`config.mk`:
```
export PLATFORM = sky130hd
export DESIGN_NAME = matrix_stream_loader
export DESIGN_NICKNAME = d
export VERILOG_FILES = /design/src/rtl/matrix_stream_loader.sv
export SDC_FILE = /design/constraint.sdc
export NUM_CORES = 1
export LEC_CHECK = 0
export ABC_AREA = 0
export BUFFER_PORTS_ARGS = -buffer_cell sky130_fd_sc_hd__buf_2
export CAP_MARGIN = 30
export CORE_UTILIZATION = 30
export DETAILED_ROUTE_END_ITERATION = 7
export HOLD_SLACK_MARGIN = 0.06
export SKIP_LAST_GASP = 1
export SYNTH_ARGS = -nofsm -noshare
export SYNTH_HDL_FRONTEND = slang
export SYNTH_SLANG_ARGS = --single-unit
```
`constraint.sdc`:
```
create_clock -name CLK -period 10.4 [get_ports CLK]
set_input_delay 2.08 -clock CLK [delete_from_list [all_inputs] [get_ports CLK]]
set_output_delay 2.08 -clock CLK [all_outputs]
set_load 0.03 [all_outputs]
```
`src/rtl/matrix_stream_loader.sv`:
```
// matrix_stream_loader
// Byte-stream front end for the matrix multiplier. A transaction is four header
// beats (rows_a, cols_a, rows_b, cols_b) followed by the row-major elements of A
// then B. Elements land in fixed MAX_DIM x MAX_DIM slot arrays (slot r*MAX_DIM+c)
// and are handed to the multiplier with a start/done handshake.
//
// Ports:
//   CLK, RST_N          clock (rising edge), asynchronous active-low reset
//   soft_clr            synchronous abort to IDLE, highest priority
//   in_data/in_hdr      stream beat and its header/element tag
//   in_valid/in_ready   stream handshake; in_ready depends on state only
//   rows_a..cols_b      latched dimensions
//   mat_a, mat_b        flat operand storage, DATA_W bits per slot
//   mat_valid           operands complete (READY)
//   mult_start/done     multiplier handshake
//   busy                multiplier owns the operands (BUSY)
//   err/err_code        sticky error: 01 range, 10 inner mismatch, 11 protocol
module matrix_stream_loader #(
  parameter int unsigned DATA_W  = 8,
  parameter int unsigned MAX_DIM = 4,
  parameter int unsigned DIM_W   = $clog2(MAX_DIM + 1)
) (
  input  logic                               CLK,
  input  logic                               RST_N,
  input  logic                               soft_clr,
  input  logic [DATA_W-1:0]                  in_data,
  input  logic                               in_hdr,
  input  logic                               in_valid,
  output logic                               in_ready,
  output logic [DIM_W-1:0]                   rows_a,
  output logic [DIM_W-1:0]                   cols_a,
  output logic [DIM_W-1:0]                   rows_b,
  output logic [DIM_W-1:0]                   cols_b,
  output logic [MAX_DIM*MAX_DIM*DATA_W-1:0]  mat_a,
  output logic [MAX_DIM*MAX_DIM*DATA_W-1:0]  mat_b,
  output logic                               mat_valid,
  input  logic                               mult_start,
  input  logic                               mult_done,
  output logic                               busy,
  output logic                               err,
  output logic [1:0]                         err_code
);

  localparam int unsigned NSlot  = MAX_DIM * MAX_DIM;
  localparam int unsigned SlotW  = $clog2(NSlot);
  localparam int unsigned CntW   = 2 * DIM_W;

  localparam logic [2:0] StIdle  = 3'd0;
  localparam logic [2:0] StHdr   = 3'd1;
  localparam logic [2:0] StLoadA = 3'd2;
  localparam logic [2:0] StLoadB = 3'd3;
  localparam logic [2:0] StReady = 3'd4;
  localparam logic [2:0] StBusy  = 3'd5;
  localparam logic [2:0] StError = 3'd6;

  localparam logic [1:0] ErrRange = 2'b01;
  localparam logic [1:0] ErrInner = 2'b10;
  localparam logic [1:0] ErrProto = 2'b11;

  localparam logic [DATA_W-1:0] MaxDimBeat = DATA_W'(MAX_DIM);

  logic [2:0]                          state_q, state_d;
  logic [1:0]                          hdr_cnt_q, hdr_cnt_d;
  logic [DIM_W-1:0]                    row_q, row_d, col_q, col_d;
  logic [CntW-1:0]                     cnt_q, cnt_d;
  logic [DIM_W-1:0]                    rows_a_q, rows_a_d, cols_a_q, cols_a_d;
  logic [DIM_W-1:0]                    rows_b_q, rows_b_d, cols_b_q, cols_b_d;
  logic                                hdr_bad_q, hdr_bad_d;
  logic [1:0]                          err_code_q, err_code_d;
  logic [NSlot-1:0][DATA_W-1:0]        mat_a_q, mat_a_d, mat_b_q, mat_b_d;
  logic                                in_ready_q, in_ready_d;

  logic                                xfer;
  logic                                beat_bad;
  logic [SlotW-1:0]                    slot;
  logic [DIM_W-1:0]                    cols_cur, rows_cur;
  logic [CntW-1:0]                     total_cur, cnt_next;

  assign xfer     = in_valid & in_ready_q;
  // Range check on the full beat so an oversized value cannot alias into range.
  assign beat_bad = (in_data == '0) || (in_data > MaxDimBeat);
  assign slot     = SlotW'(row_q) * SlotW'(MAX_DIM) + SlotW'(col_q);
  assign rows_cur = (state_q == StLoadB) ? rows_b_q : rows_a_q;
  assign cols_cur = (state_q == StLoadB) ? cols_b_q : cols_a_q;
  assign total_cur = CntW'(rows_cur) * CntW'(cols_cur);
  assign cnt_next  = cnt_q + CntW'(1);

  always_comb begin
    state_d    = state_q;
    hdr_cnt_d  = hdr_cnt_q;
    row_d      = row_q;
    col_d      = col_q;
    cnt_d      = cnt_q;
    rows_a_d   = rows_a_q;
    cols_a_d   = cols_a_q;
    rows_b_d   = rows_b_q;
    cols_b_d   = cols_b_q;
    hdr_bad_d  = hdr_bad_q;
    err_code_d = err_code_q;
    mat_a_d    = mat_a_q;
    mat_b_d    = mat_b_q;

    if (soft_clr) begin
      state_d    = StIdle;
      hdr_cnt_d  = '0;
      row_d      = '0;
      col_d      = '0;
      cnt_d      = '0;
      hdr_bad_d  = 1'b0;
      err_code_d = '0;
    end else begin
      case (state_q)
        StIdle: begin
          if (xfer) begin
            if (in_hdr) begin
              rows_a_d  = in_data[DIM_W-1:0];
              hdr_bad_d = beat_bad;
              hdr_cnt_d = 2'd1;
              state_d   = StHdr;
            end else begin
              state_d    = StError;
              err_code_d = ErrProto;
            end
          end
        end
        StHdr: begin
          if (xfer) begin
            if (!in_hdr) begin
              state_d    = StError;
              err_code_d = ErrProto;
            end else begin
              hdr_bad_d = hdr_bad_q | beat_bad;
              hdr_cnt_d = hdr_cnt_q + 2'd1;
              case (hdr_cnt_q)
                2'd1:    cols_a_d = in_data[DIM_W-1:0];
                2'd2:    rows_b_d = in_data[DIM_W-1:0];
                default: cols_b_d = in_data[DIM_W-1:0];
              endcase
              if (hdr_cnt_q == 2'd3) begin
                hdr_cnt_d = '0;
                if (hdr_bad_q | beat_bad) begin
                  state_d    = StError;
                  err_code_d = ErrRange;
                end else if (cols_a_q != rows_b_q) begin
                  state_d    = StError;
                  err_code_d = ErrInner;
                end else begin
                  state_d = StLoadA;
                  mat_a_d = '0;
                  mat_b_d = '0;
                  row_d   = '0;
                  col_d   = '0;
                  cnt_d   = '0;
                end
              end
            end
          end
        end
        StLoadA, StLoadB: begin
          if (xfer) begin
            if (in_hdr) begin
              state_d    = StError;
              err_code_d = ErrProto;
            end else begin
              if (state_q == StLoadA) mat_a_d[slot] = in_data;
              else                    mat_b_d[slot] = in_data;
              if (cnt_next == total_cur) begin
                state_d = (state_q == StLoadA) ? StLoadB : StReady;
                row_d   = '0;
                col_d   = '0;
                cnt_d   = '0;
              end else begin
                cnt_d = cnt_next;
                if (col_q == cols_cur - DIM_W'(1)) begin
                  col_d = '0;
                  row_d = row_q + DIM_W'(1);
                end else begin
                  col_d = col_q + DIM_W'(1);
                end
              end
            end
          end
        end
        StReady: if (mult_start) state_d = StBusy;
        StBusy:  if (mult_done)  state_d = StIdle;
        StError: ;
        default: state_d = StIdle;
      endcase
    end

    in_ready_d = (state_d != StReady) && (state_d != StBusy);
  end

  always_ff @(posedge CLK or negedge RST_N) begin
    if (!RST_N) begin
      state_q    <= StIdle;
      hdr_cnt_q  <= '0;
      row_q      <= '0;
      col_q      <= '0;
      cnt_q      <= '0;
      rows_a_q   <= '0;
      cols_a_q   <= '0;
      rows_b_q   <= '0;
      cols_b_q   <= '0;
      hdr_bad_q  <= 1'b0;
      err_code_q <= '0;
      mat_a_q    <= '0;
      mat_b_q    <= '0;
      in_ready_q <= 1'b1;
    end else begin
      state_q    <= state_d;
      hdr_cnt_q  <= hdr_cnt_d;
      row_q      <= row_d;
      col_q      <= col_d;
      cnt_q      <= cnt_d;
      rows_a_q   <= rows_a_d;
      cols_a_q   <= cols_a_d;
      rows_b_q   <= rows_b_d;
      cols_b_q   <= cols_b_d;
      hdr_bad_q  <= hdr_bad_d;
      err_code_q <= err_code_d;
      mat_a_q    <= mat_a_d;
      mat_b_q    <= mat_b_d;
      in_ready_q <= in_ready_d;
    end
  end

  assign in_ready  = in_ready_q;
  assign rows_a    = rows_a_q;
  assign cols_a    = cols_a_q;
  assign rows_b    = rows_b_q;
  assign cols_b    = cols_b_q;
  assign mat_a     = mat_a_q;
  assign mat_b     = mat_b_q;
  assign mat_valid = (state_q == StReady);
  assign busy      = (state_q == StBusy);
  assign err       = (state_q == StError);
  assign err_code  = err_code_q;

endmodule

```
==> impl_metrics.csv <==
group,metric,value,unit
global_route,grt_pass1_wl,59.38,mm
power_and_ir_drop,ir_drop,90.87,uV
setup_path,endpoint_kind,"flip-flop",
job,cap_violations,0,
min_path,holdCritPathClass,"flip-flop to flip-flop",
finish,areaGrowthSynthToFinish,25.73,%
global_route,grt.overflow.total,0,
logic_synthesis,netlist.area_leader.share,60.27,%
setup_path,reg2regPathDepth,12,
detailed_routing,wl_per_cell,22.28,um
floorplanning,dieArea,0.04052,mm2
logic_synthesis,async_reset_ff_share,100.0,%
sta,finalCriticalPeriod,4.975,ns
power_and_ir_drop,p_clk_share,39.9,%
placed_design,dp_cells,1683,
floorplanning,initial_utilization,30.62,%
finish,n_antenna_cell,0,
clock_tree,htree_levels,1,
detailed_routing,drc_errors,0,
power_and_ir_drop,switching_power,0.0008934,W
setup_path,slowest_stage,"dfrtp_1",
setup_path,r2r_slack,5.42,ns
sta,layout_worst_path_cycle_share,47.84,%
setup_path,worstPathRequired,10.84,ns
floorplanning,fp.dieW,201.3,um
sta,holdWs,0.4823,ns
logic_synthesis,synth_nets,947,
sta,relSlewSlack,33.52,%
placed_design,port_buffers,288,
sta,finalSetupViolCount,0,
sta,setup_tns,0,ns
clock_tree,numCtsBuffers,31,
clock_tree,cts_tree,"yes",
power_and_ir_drop,p_sw_share,31.50,%
setup_path,crit_path_frequent_cell,"fa_1",
global_route,grt_max_degree,93,
logic_synthesis,synthCells,915,
floorplanning,core_area,0.03892,mm2
global_route,grt_pass1_vias,9351,
clock_tree,cts_setup_buffers,0,
logic_synthesis,netlist_top_cells_area,"dfrtp_1 (60%), o2bb2ai_1 (14%), a22o_1 (4.7%)",
detailed_routing,first_iter_violations,483,
detailed_routing,vias,9182,
clock_tree,clk_pin_slew,0.06,ns
placed_design,gp_congestion,0.8058,
setup_path,crit_fanout,19,
setup_path,cp.arrival,5.41,ns
finish,fin_util,38.50,%
sta,fmax,201.0,MHz
logic_synthesis,syn_area,0.01192,mm2
clock_tree,clk_latency,0.57,ns
power_and_ir_drop,power.sequential.fraction,42.7,%
setup_path,critPathKind,"flip-flop to flip-flop",
power_and_ir_drop,p_int,0.001942,W
setup_path,cp_slowest_stage_delay,0.73,ns
setup_path,rr_startpoint,"state_q[0]",
global_route,track_usage,18.97,%
min_path,hold_path.startpoint,"mat_b[69]",
clock_tree,clkSinkCount,288,
logic_synthesis,netlist_top_cells_count,"dfrtp_1 (287), o2bb2ai_1 (192), a22o_1 (64), nand2_1 (55), clkbuf_1 (30)",
sta,finalHoldViolations,0,
detailed_routing,wirelength,38.82,mm
min_path,holdPathStages,1,
global_route,antenna_found_initial,0,
clock_tree,cts-root-buf,"clkbuf_16",
sta,rsz0062_at_grt,"no",
floorplanning,num_rows,72,
sta,fin_skew,0.01278,ns
setup_path,start_kind,"flip-flop",
logic_synthesis,avgSynthCellArea,13.02,um2
power_and_ir_drop,p_per_area,189.3,mW/mm2
logic_synthesis,ys_seq_area_share,60.49,%
detailed_routing,drt-pass1-iter-count,5,
logic_synthesis,yosys.area.top_type,"dfrtp_1",
finish,fin_cells,1742,
min_path,hold_end,"mat_b[69]",
finish,num-nets-final,1231,
logic_synthesis,yosys_warnings,0,
floorplanning,io_pins,289,
power_and_ir_drop,p_leak,7.414,nW
power_and_ir_drop,pwr-share-comb,17.3,%
outcome,status,"finished clean",
clock_tree,cts.path.max_buffers,3,
logic_synthesis,synth_edf_count,0,
detailed_routing,drtAntennaViolNets,0,
placed_design,hpwl,25.80,mm
setup_path,r2r-end,"state_q[1]",
finish,nFillCells,3792,
setup_path,critPathBufInv,0,
sta,drv_slew,0,
setup_path,crit_family,"simple AND/OR/NAND/NOR gates",
sta,worstMarginPinSlew,0.9952,ns
placed_design,post-place-ws,5.491,ns
logic_synthesis,yosysMostFrequentCell,"dfrtp_1",
clock_tree,post_cts_resize_count,0,
logic_synthesis,synth_top_flop_cell,"dfrtp_1",
logic_synthesis,yosys_register_bits,288,
floorplanning,dieHeight,201.3,um
logic_synthesis,ys_types,64,
clock_tree,ctsHoldBuffers,0,
detailed_routing,vias_per_cell,5.271,
sta,setup_slack,5.425,ns
finish,drive_above_1_share,33.17,%
setup_path,crit_chain,"nand3b_1 -> mux2i_1 -> nor2_1 -> fa_1 -> ha_1 -> fa_1 -> xnor3_1 -> xor2_1 -> a31oi_1 -> nand4_1 -> o221ai_1 -> a21boi_0",
-- logic make-up (layout without fill, tap and decap cells) --
logic type	after synthesis	after routing	share of synthesized area, %
AOI/OAI and AO/OA	339	339	24.10
DFF	288	288	60.49
and+or+nand+nor	168	168	7.539
buffers and inverters	65	374	2.593
muxes	22	22	2.079
adders and majority gates	17	17	1.911
xor gates and xnor gates	16	16	1.291
-- worst max-delay path by stage --
stage                            end  depth (start not counted)  startpoint  slack (ns)
after floorplan            mat_a[32]                          8  in_data[7]        6.41
after global placement     mat_b[65]                          7  in_data[7]        5.32
after detailed placement  state_q[1]                         12  state_q[0]        5.49
after CTS                 state_q[1]                         12  state_q[0]        5.46
after global routing      state_q[1]                         12  state_q[0]        5.06
final                     state_q[1]                         12  state_q[0]        5.42
-- layout make-up --
class                   instances  area, um2  area share, %
multi-input cells             562       4417          29.48
flip-flops and latches        288       7208          48.11
clock buffers                  35      810.8          5.411
well taps                     518      648.1          4.326
inverters                       9      33.78         0.2255
clock inverters                23      237.7          1.587
repair buffers                307       1628          10.86
-- through the flow --
stage          cell area [um2]  power [W]
5_1_grt                  14980   0.002951
3_3_place_gp             13870   0.001722
2_1_floorplan            11920   0.001528
6_report                 14980   0.002836
3_5_place_dp             13930   0.001729
4_1_cts                  14980   0.002873
-- placed cells by master, fill, tap and decap left out, types with 3 or more instances in the layout --
cell type   synthesis  layout
a21oi_1             9       9
a22o_1             64      64
a31oi_1             8       8
and2_0              6       6
and2_1             11      11
and3_1             16      16
buf_2              10     288
buf_4               0      15
bufinv_16           0       4
clkbuf_1           30       3
clkbuf_16           0      31
clkinv_2            0      12
clkinv_4            0       3
clkinvlp_4          0       3
dfrtp_1           287     287
ha_1               15      15
inv_1               9       9
mux2_2             12      12
mux2i_1             9       9
nand2_1            55      54
nand2b_1            3       3
nand3_1            13      13
nand3_2             8       8
nand4_1             3       3
nor2_1             21      20
nor3_1             10      10
nor3b_1             4       4
o211ai_1            4       4
o211ai_2            8       8
o211ai_4            4       4
o21ai_0            12      12
o21ai_1            17      17
o22ai_1             3       3
o2bb2ai_1         192     192
xnor2_1             9       9
xor2_1              6       6
-- routing by layer --
metal | vias to the layer above | track usage, % | routed length [um]
li1 | 4095 | - | -
met1 | 4715 | 26.75 | 17970
met2 | 313 | 29.20 | 17590
met3 | 59 | 3.790 | 2312
met4 | 0 | 6.142 | 952
met5 | - | 0 | 0
-- power groups by stage --
stage	Sequential, W	Combinational [W]	Clock [W]
global placement	0.00123	0.000492	0
CTS	0.00121	0.000500	0.00116
detailed placement	0.00123	0.000498	0
finish	0.00121	0.000491	0.00113
floorplan	0.00126	0.000264	0
global route	0.00122	0.000528	0.00121
-- flip-flops by register name (all words and copies together) (netlist names) --
| name | count |
|---|---|
| cols_b | 3 |
| mat_a | 128 |
| cols_a | 3 |
| rows_a | 3 |
| in_ready | 1 |
| cnt_q | 6 |
| mat_b | 128 |
| col_q | 3 |
| err_code | 2 |
| hdr_bad_q | 1 |
| rows_b | 3 |
| row_q | 2 |
| state_q | 3 |
| hdr_cnt_q | 2 |
No activity file was read; power rests on OpenSTA's default activity.
